## src/rtl/serial_deser_pkg.sv

```systemverilog
// Shared types and constants for the serial deserializer.
// The PARITY state is reachable only when SERIAL_DESER_PARITY_EN is defined.
package serial_deser_pkg;

    localparam int DEFAULT_DATA_W = 8;

    localparam logic DIR_RIGHT = 1'b0;
    localparam logic DIR_LEFT  = 1'b1;

    typedef enum logic [1:0] {
        IDLE   = 2'd0,
        SHIFT  = 2'd1,
        PARITY = 2'd2
    } state_e;

endpackage

```

## src/rtl/deser_out_holder.sv

```systemverilog
// One-entry output register for the deserializer.
// Rules: load on completion, release on accept, drop with a sticky overrun.
module deser_out_holder
    import serial_deser_pkg::*;
#(
    parameter int DATA_W = DEFAULT_DATA_W
) (
    input  logic              clk,
    input  logic              clr,
    input  logic              done,
    input  logic [DATA_W-1:0] done_word,
    input  logic              done_perr,
    input  logic              q_ready,
    input  logic              ovr_clr,
    output logic [DATA_W-1:0] q,
    output logic              q_valid,
    output logic              parity_err,
    output logic              overrun
);

    logic [DATA_W-1:0] q_word_q, q_word_d;
    logic              q_valid_q, q_valid_d;
    logic              parity_err_q, parity_err_d;
    logic              overrun_q, overrun_d;

    always_comb begin
        q_word_d     = q_word_q;
        q_valid_d    = q_valid_q;
        parity_err_d = parity_err_q;
        overrun_d    = overrun_q;
        if (ovr_clr) begin
            overrun_d = 1'b0;
        end
        // A same-edge drop overrides ovr_clr so no lost word goes unreported.
        if (done) begin
            if (!q_valid_q || q_ready) begin
                q_word_d     = done_word;
                parity_err_d = done_perr;
                q_valid_d    = 1'b1;
            end else begin
                overrun_d = 1'b1;
            end
        end else if (q_valid_q && q_ready) begin
            q_valid_d = 1'b0;
        end
    end

    always_ff @(posedge clk or negedge clr) begin
        if (!clr) begin
            q_word_q     <= '0;
            q_valid_q    <= 1'b0;
            parity_err_q <= 1'b0;
            overrun_q    <= 1'b0;
        end else begin
            q_word_q     <= q_word_d;
            q_valid_q    <= q_valid_d;
            parity_err_q <= parity_err_d;
            overrun_q    <= overrun_d;
        end
    end

    assign q          = q_word_q;
    assign q_valid    = q_valid_q;
    assign parity_err = parity_err_q;
    assign overrun    = overrun_q;

endmodule

```

## src/rtl/serial_deserializer_8.sv

```systemverilog
// Serial-to-parallel receiver: frame FSM, bit counter and shift register.
// Define SERIAL_DESER_PARITY_EN to add a trailing even-parity bit per frame.
module serial_deserializer_8
    import serial_deser_pkg::*;
#(
    parameter int DATA_W = DEFAULT_DATA_W
) (
    input  logic              clk,
    input  logic              clr,
    input  logic              sin,
    input  logic              sin_en,
    input  logic              sof,
    input  logic              dir,
    output logic [DATA_W-1:0] q,
    output logic              q_valid,
    input  logic              q_ready,
    output logic              busy,
    output logic              overrun,
    input  logic              ovr_clr,
    output logic              parity_err
);

    localparam int CNT_W = $clog2(DATA_W + 1);

    state_e            state_q, state_d;
    logic [CNT_W-1:0]  cnt_q, cnt_d;
    logic [DATA_W-1:0] sreg_q, sreg_d;
    logic              dir_q, dir_d;
    logic              last_bit;
    logic              done;
    logic [DATA_W-1:0] done_word;
    logic              done_perr;

    function automatic logic [DATA_W-1:0] shift_in(input logic [DATA_W-1:0] s,
                                                   input logic d, input logic b);
        return (d == DIR_LEFT) ? {s[DATA_W-2:0], b} : {b, s[DATA_W-1:1]};
    endfunction

    assign last_bit = (cnt_q == CNT_W'(DATA_W - 1));

    always_ff @(posedge clk or negedge clr) begin
        if (!clr) begin
            state_q <= IDLE;
        end else begin
            state_q <= state_d;
        end
    end

    // sof always restarts a frame, whatever state we are in.
    always_comb begin
        state_d = state_q;
        if (sin_en) begin
            if (sof) begin
                state_d = SHIFT;
            end else begin
                case (state_q)
`ifdef SERIAL_DESER_PARITY_EN
                    SHIFT:   if (last_bit) state_d = PARITY;
                    PARITY:  state_d = IDLE;
`else
                    SHIFT:   if (last_bit) state_d = IDLE;
`endif
                    default: state_d = state_q;
                endcase
            end
        end
    end

    always_comb begin
        busy      = (state_q != IDLE);
        done      = 1'b0;
        done_word = shift_in(sreg_q, dir_q, sin);
        done_perr = 1'b0;
`ifdef SERIAL_DESER_PARITY_EN
        // The parity bit is checked but never shifted into the word.
        if (sin_en && !sof && (state_q == PARITY)) begin
            done      = 1'b1;
            done_word = sreg_q;
            done_perr = (^sreg_q) ^ sin;
        end
`else
        if (sin_en && !sof && (state_q == SHIFT) && last_bit) begin
            done = 1'b1;
        end
`endif
    end

    always_comb begin
        cnt_d  = cnt_q;
        sreg_d = sreg_q;
        dir_d  = dir_q;
        if (sin_en) begin
            if (sof) begin
                sreg_d = shift_in(sreg_q, dir, sin);
                dir_d  = dir;
                cnt_d  = CNT_W'(1);
            end else if (state_q == SHIFT) begin
                sreg_d = shift_in(sreg_q, dir_q, sin);
                cnt_d  = cnt_q + CNT_W'(1);
            end
        end
    end

    always_ff @(posedge clk or negedge clr) begin
        if (!clr) begin
            cnt_q <= '0;
            dir_q <= DIR_RIGHT;
        end else begin
            cnt_q <= cnt_d;
            dir_q <= dir_d;
        end
    end

    // Stale contents are harmless: a full frame overwrites every bit.
    always_ff @(posedge clk) begin
        sreg_q <= sreg_d;
    end

    deser_out_holder #(.DATA_W(DATA_W)) u_holder (
        .clk        (clk),
        .clr        (clr),
        .done       (done),
        .done_word  (done_word),
        .done_perr  (done_perr),
        .q_ready    (q_ready),
        .ovr_clr    (ovr_clr),
        .q          (q),
        .q_valid    (q_valid),
        .parity_err (parity_err),
        .overrun    (overrun)
    );

endmodule

```

## config.mk

```make
export PLATFORM = sky130hd
export DESIGN_NAME = serial_deserializer_8
export DESIGN_NICKNAME = d
export VERILOG_FILES = /design/src/rtl/serial_deser_pkg.sv /design/src/rtl/deser_out_holder.sv /design/src/rtl/serial_deserializer_8.sv
export SDC_FILE = /design/constraint.sdc
export NUM_CORES = 1
export LEC_CHECK = 0
export CELL_PAD_IN_SITES_DETAIL_PLACEMENT = 1
export CELL_PAD_IN_SITES_GLOBAL_PLACEMENT = 1
export CORE_ASPECT_RATIO = 2
export CORE_MARGIN = 2
export CORE_UTILIZATION = 35
export DETAILED_ROUTE_END_ITERATION = 12
export PLACE_DENSITY_LB_ADDON = 0.12
export SYNTH_ARGS = -nofsm -noshare
export SYNTH_HDL_FRONTEND = slang
export SYNTH_SLANG_ARGS = --single-unit
```

## constraint.sdc

```tcl
create_clock -name clk -period 2.2 [get_ports clk]
set_input_delay 0.55 -clock clk [delete_from_list [all_inputs] [get_ports clk]]
set_output_delay 0.55 -clock clk [all_outputs]
set_load 0.01 [all_outputs]
```

## Yosys cells after proc, flatten, opt, wreduce, memory -nomap -nowiden

Cells that the tools add are included.

| storage, ports and cells | value |
|---|---|
| bits in registers | 25 |
| input bits | 8 |
| output and inout port bits | 12 |
| word-level logic and storage cells | 43 |

| cells by class | value |
|---|---|
| add/sub/neg operators | 1 |
| equal/unequal tests | 3 |
| mux-type cells | 16 |
| reduce and logical (&&, ||, !) cells | 16 |

Operators with widths:

| operator | count |
|---|---|
| $mux W8 | 4 |
| $mux W4 | 2 |
| $reduce_and A2 Y1 | 4 |
| $reduce_bool A2 Y1 | 4 |
| $mux W1 | 7 |
| $mux W2 | 3 |
| $add A4 B1 Y4 const B | 1 |
| $eq A4 B3 Y1 const B | 1 |
| $logic_and A1 B1 Y1 | 4 |
| $reduce_and A3 Y1 | 1 |
| $eq A2 B1 Y1 const B | 1 |
| $logic_not A1 Y1 | 2 |
| $ne A2 B1 Y1 const B | 1 |
| $logic_or A1 B1 Y1 | 1 |

## Depth between registers and ports, before layout

Gate-level depths: netlist (run 1).

| depth | value |
|---|---|
| word-level depth | 7 |
| gate-level depth with buffers | 4 |
| depth with buffers taken out | 4 |

## Hierarchy

Synthesis (run 1) repeated with hierarchy kept, for this count alone.

| second synthesis, totals | value |
|---|---|
| cells, all modules | 85 |
| area total of the unflattened synthesis | 1,201.2 um^2 |

Modules (own cells, without submodules):

| module | times used | cells an instance | area an instance (um^2) | seq. area each (um^2) |
|---|---|---|---|---|
| serial_deserializer_8 | 1 | 59 | 782.0 | 390.4 |
| deser_out_holder | 1 | 26 | 419.2 | 275.3 |

## Worst setup path after synthesis (run 1)

OpenSTA, ideal clock, no wires.

| timing | value |
|---|---|
| path type | input to register |
| start | input port sof |
| end | register sreg_q[7] (data pin) |
| setup time | 260 ps |
| arrival time | 1,536 ps |
| data required time | 1,940 ps |
| slack | 404 ps |
| cell stages on the path | 3 |
| buffers on the path | 1 |
| cells stage by stage | buf_2 mux2i_2 mux2_2 |

| on the way | value |
|---|---|
| longest elaborated chain between the ends | 1 |

RTL lines:

| what | line | text |
|---|---|---|
| start, declared | serial_deserializer_8.sv:12 | `input logic sof,` |
| $mux W8 | serial_deserializer_8.sv:93 | `if (sof) begin` |
| end signal, assigned | serial_deserializer_8.sv:116 | `sreg_q <= sreg_d;` |
| end, declared | serial_deserializer_8.sv:27 | `logic [DATA_W-1:0] sreg_q, sreg_d;` |

No other way between the ends.
A chain may end at the register's enable or synchronous reset.

## Worst setup path after layout (run 1)

| timing | value |
|---|---|
| start | register state_q[0] |
| end | output port busy |

| on the way | value |
|---|---|
| longest elaborated chain between the ends | 1 |

RTL lines:

| what | line | text |
|---|---|---|
| start, declared | serial_deserializer_8.sv:25 | `state_e state_q, state_d;` |
| start signal, assigned | serial_deserializer_8.sv:45 | `state_q <= state_d;` |
| $reduce_bool A2 Y1 | serial_deserializer_8.sv:70 | `busy = (state_q != IDLE);` |
| end, declared | serial_deserializer_8.sv:17 | `output logic busy,` |

No other way between the ends.

==> results of run 1 <==
[kinds of logic (layout without fill, tap and decap cells)]
logic type	Yosys count	count (layout)	share of synthesized area [%]
mux	27	27	25.96
flops	24	24	54.47
simple gates	14	14	9.256
other cells	1	1	0.3188
fa+ha+maj	1	1	1.064
buf+inv	10	33	3.936
compound gates	9	9	4.999
[cell usage in the layout (no fill, tap or decap), types with 2 or more instances in the layout]
cell / count
sky130_fd_sc_hd__mux2_2: 25
sky130_fd_sc_hd__clkdlybuf4s50_1: 18
sky130_fd_sc_hd__dfrtp_1: 16
sky130_fd_sc_hd__edfxtp_1: 8
sky130_fd_sc_hd__buf_4: 6
sky130_fd_sc_hd__inv_1: 5
sky130_fd_sc_hd__nand2_1: 5
sky130_fd_sc_hd__o22ai_1: 4
sky130_fd_sc_hd__clkbuf_8: 3
sky130_fd_sc_hd__o21a_1: 2
sky130_fd_sc_hd__a21oi_1: 2
[where the power goes]
part | leakage, nW | switching [mW] | internal, mW
clock network | 0.0231 | 0.131 | 0.124
registers | 0.284 | 0.108 | 0.588
logic | 0.325 | 0.161 | 0.286
total | 0.631 | 0.400 | 0.998
[metrics by stage]
step	setup slack (ps)	hold slack [ps]	power [mW]	cells
global placement	79.62	502.8	1.146	136
finish	236.5	510.8	1.398	140
floorplan	404.0	254.4	0.9398	86
global route	165.8	542.2	1.486	140
detailed placement	26.33	499.9	1.165	136
CTS	238.8	519.4	1.423	140
[cell type report]
type	count	area (µm²)	share of cell area, %
flip-flops and latches	24	640.6	43.95
multi-input cells	52	489.2	33.56
repair buffers	24	225.2	15.45
clock buffers	3	41.29	2.833
well taps	31	38.79	2.661
inverters	5	18.77	1.288
clock inverters	1	3.754	0.2575
[layer usage]
layer | vias to the layer above | wire, µm
li1 | 361 | -
met1 | 372 | 878
met2 | 10 | 1456
met3 | 4 | 45
met4 | 0 | 38
met5 | - | 0
[final timing paths]
| path | start | end |
|---|---|---|
| max | state_q[0] | busy |
| min | u_holder.q[6] | u_holder.q[6] |
| max reg2reg | cnt_q[0] | u_holder.q[0] |
| min reg2reg | u_holder.q[6] | u_holder.q[6] |
| max in group asynchronous | clr | u_holder.q[6] |
| min in group asynchronous | clr | u_holder.overrun |
[registers in the layout, indices dropped and copies added (netlist names)]
name              flops
u_holder.q            8
dir_q                 1
u_holder.q_valid      1
sreg_q                8
cnt_q                 4
state_q               1
u_holder.overrun      1
==> impl_results.md, run 1 <==
- Run status: finished, final reports clean
- Number of register bits inferred by synthesis: 24
- Final setup TNS: 0 ps
- Length in cells of the worst reg-to-reg path: 5
- Sink count of the clock tree: 24
- Global-route track usage on met1: 14.57%
- CTS Root Buffer Type: sky130_fd_sc_hd__clkbuf_8
- Register area share after synthesis: 54.47%
- Async S/R FF share, synth: 66.67%
- Drt pass-1 iters: 4
- Total number of yosys warnings: 0
- Vertical extent of the die: 85.98 µm
- Average via count per standard cell: 5.336
- Die footprint: 0.003868 mm²
- Number of DRC markers in iteration 0: 8
- DRC: 0
- Slowest CP cell: sky130_fd_sc_hd__clkdlybuf4s50_1
- Arr. time, crit path: 1410 ps
- Routed wire length per instance: 17.28 µm
- Cell family contributing the most delay on the critical path: buffers and inverters
- Cell types with the highest counts after synthesis: sky130_fd_sc_hd__mux2_2 (25), sky130_fd_sc_hd__dfrtp_1 (16), sky130_fd_sc_hd__edfxtp_1 (8)
- Area of the core region: approximately 0.0032 mm²
- Number of library cell types mapped by synthesis: 25
- Number of antenna violations at the first check in global routing: 0
- # H-tree levels: 1
- RSZ-0062 raised after global routing: no
- Final hold violation count: 0
- Period utilisation layout: 89.25%
- PwrDens: 959.2 mW/mm²
- Area added between synthesis and finish: 23.94%
- Syn nets: 95
- Global routing usage summed across all routing layers: 14.19%
- Number of failing setup endpoints in the final timing report: 0
- Req. time, crit path: about 1700 ps
- Die span in x: 44.99 µm
- Routed vias: 747
- Final weighted congestion of routability-driven global placement: 0.7089
- Ratio of cells with drive above 1 in the final layout: between 30% and 40%
- Estimated wirelength of the detail-placed design: 1.956 mm
- Number of hold buffers added after cts: 0
- Crit Path Class: register to primary output
- Starting density of the core: 36.83%
- Cells along the critical path: clkdlybuf4s50_1
- Final core utilization: 45.65%
- Most frequent cell after synthesis: sky130_fd_sc_hd__mux2_2
- Setup fix buffers added after clock tree synthesis: 0
- Count of input and output buffers: 18
- Number of enable-type register cells in the synthesized netlist: 8
- Biggest fanout along the worst timing path: 10
- Worst setup EP type: primary output
- Clock Pin Slew Worst Setup and Hold Paths: 80 ps
- Post-synthesis instance total: 86
- Met3 Usage GRT: 2.105%
- Clock skew: roughly 1 ps
- Top-level I/O count: 20
- Number of nets at the end of the flow: 119
- Diodes inserted: 0
- Routing usage on met2: a little over a quarter
- Routed Wire Length: between 2 and 2.5 mm
- Resized cells post-CTS: 0
- Hold crit path type: register to register
- Leading cell types by total area after synthesis: sky130_fd_sc_hd__dfrtp_1 (34%), sky130_fd_sc_hd__mux2_2 (24%), sky130_fd_sc_hd__edfxtp_1 (20%)
- Minimum setup slack among reg-to-reg paths: approximately 470 ps
- Total cell area at the placement stage: 0.001413 mm²
- Fmax: slightly above 500 MHz
- Post-layout instance area: 0.001458 mm²
- Final antenna-violating net count: 0
- Via count of the first global-routing pass: 803
- Most used DFF post-synth: sky130_fd_sc_hd__dfrtp_1
- GRT Residual Overflow: 0
- First-pass GRT wire length: around 4.0 mm
- Mapped cell area: 0.001176 mm²
- Average cell area after synthesis: 13.68 µm²
- Shortest clock period the worst path allows after layout: 1964 ps
- Stages on the worst setup path: 1
- Leakage power summed over all cells: 0.6314 nW
- Maximum number of pins on one net before global-route repair: 17
- Max VDD drop: 0.4458 mV
- Final Max Tran Viols: 0
- Number of rows created at floorplan: 29
- Maximum buffer depth of the clock tree: 2
- Startpoint Class: register
- Filler cells: 342
- Share of the synthesized area in the top cell type: 34.04%
- Cells on Worst Hold Path: 1
- Cell accounting for the most synthesized area: sky130_fd_sc_hd__dfrtp_1
- Buffer and inverter count on the worst path: 1
- Delay of the slowest cell on the worst path: 610 ps
- Count of max-cap constraint violations: 0
- TritonCTS clock tree: built
- Most used routing layer in global routing: met2
- Skew-Pair Late Insertion Delay: between 200 and 300 ps
- TritonCTS buffer count: 3
Power figures use the tool's default switching activity.
==> inputs of run 2 (changes only) <==
--- a/config.mk
+++ b/config.mk
@@ -12,6 +12,7 @@
 export CORE_UTILIZATION = 35
 export DETAILED_ROUTE_END_ITERATION = 12
 export PLACE_DENSITY_LB_ADDON = 0.12
+export SLEW_MARGIN = 20
 export SYNTH_ARGS = -nofsm -noshare
 export SYNTH_HDL_FRONTEND = slang
 export SYNTH_SLANG_ARGS = --single-unit
==> results of run 2 <==
The final DEF is identical to that of run 1; final timing and power are the same.
==> inputs of run 3 (changes only) <==
--- a/config.mk
+++ b/config.mk
@@ -8,7 +8,7 @@
 export CELL_PAD_IN_SITES_DETAIL_PLACEMENT = 1
 export CELL_PAD_IN_SITES_GLOBAL_PLACEMENT = 1
 export CORE_ASPECT_RATIO = 2
-export CORE_MARGIN = 2
+export CORE_MARGIN = 4
 export CORE_UTILIZATION = 35
 export DETAILED_ROUTE_END_ITERATION = 12
 export PLACE_DENSITY_LB_ADDON = 0.12
==> impl_results.md, run 3 (synthesized netlist as in run 1, its figures left out) <==
- Run status: finished, final reports clean
- Ratio of cells with drive above 1 in the final layout: 36.45% (-0.25 points)
- Hold crit path type: register to register
- Number of failing setup endpoints in the final timing report: 0 (unchanged)
- DRC: 0 (unchanged)
- Final core utilization: 45.30% (-0.35 points)
- Routed vias: 740 (-0.94%)
- Global routing usage summed across all routing layers: 11.49% (-2.7 points)
- Number of DRC markers in iteration 0: 10 (+2)
- GRT Residual Overflow: 0 (unchanged)
- Max VDD drop: 0.4506 mV (+1.1%)
- Min-Delay Endpoint: u_holder.q[6]
- Sink count of the clock tree: 24 (unchanged)
- Minimum setup slack among reg-to-reg paths: 470 ps (about the same)
- Maximum number of pins on one net before global-route repair: 17 (unchanged)
- Maximum buffer depth of the clock tree: 2 (unchanged)
- Delay of the slowest cell on the worst path: 610 ps (about the same)
- Via count of the first global-routing pass: 791 (-1.5%)
- Routed wire length per instance: 17.14 µm (-0.82%)
- Vertical extent of the die: 89.98 µm (+4.7%)
- Final antenna-violating net count: 0 (unchanged)
- Drt pass-1 iters: 4 (unchanged)
- Routed Wire Length: 2.365 mm (-2.2%)
- Final weighted congestion of routability-driven global placement: 0.7384 (+4.2%)
- Number of hold buffers added after cts: 0 (unchanged)
- Hold_ws: 510.0 ps (-0.8180 ps)
- Estimated wirelength of the detail-placed design: 1.875 mm (-4.2%)
- Beginning of the worst register-to-register path: cnt_q[0]
- Final Total Pwr: 1.392 mW (-0.46%)
- Number of rows created at floorplan: 29 (unchanged)
- Count of max-cap constraint violations: 0 (unchanged)
- Die span in x: 48.99 µm (+8.9%)
- Crit Path Class: register to primary output
- Starting density of the core: 36.83% (unchanged)
- Final setup TNS: 0 ps (unchanged)
- CTS Root Buffer Type: sky130_fd_sc_hd__clkbuf_8
- TritonCTS clock tree: built
- Count of input and output buffers: 18 (unchanged)
- Die footprint: 0.004408 mm² (+14%)
- Clock skew: 3.013 ps (+2.008 ps)
- PwrDens: 962.2 mW/mm² (+0.32%)
- # H-tree levels: 1 (unchanged)
- Worst setup EP type: primary output
- Highest-count cells in the layout ignoring fill and taps: sky130_fd_sc_hd__mux2_2 (25), sky130_fd_sc_hd__clkdlybuf4s50_1 (18), sky130_fd_sc_hd__dfrtp_1 (16)
- Clock Pin Slew Worst Setup and Hold Paths: 80 ps (about the same)
- Arr. time, crit path: 1400 ps (about the same)
- Setup fix buffers added after clock tree synthesis: 0 (unchanged)
- Buffer and inverter count on the worst path: 1 (unchanged)
- RSZ-0062 raised after global routing: no
- Area added between synthesis and finish: 22.98%
- Skew-Pair Late Insertion Delay: 260 ps (about the same)
- Req. time, crit path: 1650 ps (about the same)
- Cell family contributing the most delay on the critical path: buffers and inverters
- Length in cells of the worst reg-to-reg path: 5 (unchanged)
- Cells on Worst Hold Path: 1 (unchanged)
- Area of the core region: 0.003193 mm² (unchanged)
- Biggest fanout along the worst timing path: 10 (unchanged)
- Period utilisation layout: 88.58% (-0.67 points)
- Cells along the critical path: clkdlybuf4s50_1
- Endpoint of the most critical register-to-register path: u_holder.q[5]
- Average via count per standard cell: 5.362 (+0.50%)
- Number of antenna violations at the first check in global routing: 0 (unchanged)
- Resized cells post-CTS: 0 (unchanged)
- Final hold violation count: 0 (unchanged)
- Startpoint Class: register
- Top-level I/O count: 20 (unchanged)
- First-pass GRT wire length: 3.946 mm (-1.2%)
- Hold wc startpoint: u_holder.q[6]
- Shortest clock period the worst path allows after layout: 1949 ps (-14.82 ps)
- Slowest CP cell: sky130_fd_sc_hd__clkdlybuf4s50_1
- Final Max Tran Viols: 0 (unchanged)
- Diodes inserted: 0 (unchanged)
- Fmax: 513.2 MHz (+0.76%)
- Leakage power summed over all cells: 0.6251 nW (-1.0%)
- Number of nets at the end of the flow: 118 (-0.84%)
- Commonest non-fill, non-tap cell in the layout: sky130_fd_sc_hd__mux2_2
- TritonCTS buffer count: 3 (unchanged)
==> run 3: changes by cell type in the layout (fill, tap and decap cells not counted), sizes merged <==
| cell | before | now |
|---|---|---|
| buf | 6 | 5 |
| clkinv | 1 | 0 |
==> run 3: routing by layer <==
layer  track usage, %  vias up  part of all wire, %
met5                0        -                    0
met4            5.393        0                  1.7
met3            1.821        6                  2.4
met2            20.63       16                   58
met1            12.65      366                   38
li1                 -      352                    -
==> run 3: worst max-delay path by stage <==
| stage | startpoint | to | slack [ps] | cells after the start |
|---|---|---|---|---|
| 2_1_floorplan | sof | sreg_q[7] | 400 | 3 |
| 3_3_place_gp | sof | sreg_q[6] | 50 | 4 |
| 3_5_place_dp | sof | sreg_q[5] | 30 | 4 |
| 4_1_cts | state_q[0] | busy | 250 | 1 |
| 5_1_grt | state_q[0] | busy | 190 | 1 |
| 6_report | state_q[0] | busy | 250 | 1 |
==> run 3: cell type report <==
| cell class | count | area, µm² |
|---|---|---|
| Fill cell | 336 | 1747 |
| Sequential cell | 24 | 640.6 |
| Multi-Input combinational cell | 52 | 489.2 |
| Timing Repair Buffer | 23 | 217.7 |
| Clock buffer | 3 | 41.29 |
| Tap cell | 31 | 38.79 |
| Inverter | 5 | 18.77 |
==> run 3: power by group <==
group | internal [mW] | switching [mW] | total, mW | leakage, nW
Sequential | 0.588 | 0.103 | 0.690 | 0.284
Combinational | 0.285 | 0.164 | 0.449 | 0.320
Clock | 0.122 | 0.130 | 0.252 | 0.0216
==> run 3: through the flow <==
stage | cell area [µm²] | setup WS, ps | std cells
6_report | 1446 | 251.3 | 138
5_1_grt | 1446 | 191.6 | 138
4_1_cts | 1446 | 251.3 | 138
3_5_place_dp | 1405 | 25.39 | 135
3_3_place_gp | 1405 | 48.89 | 135
2_1_floorplan | 1176 | 404.0 | 86
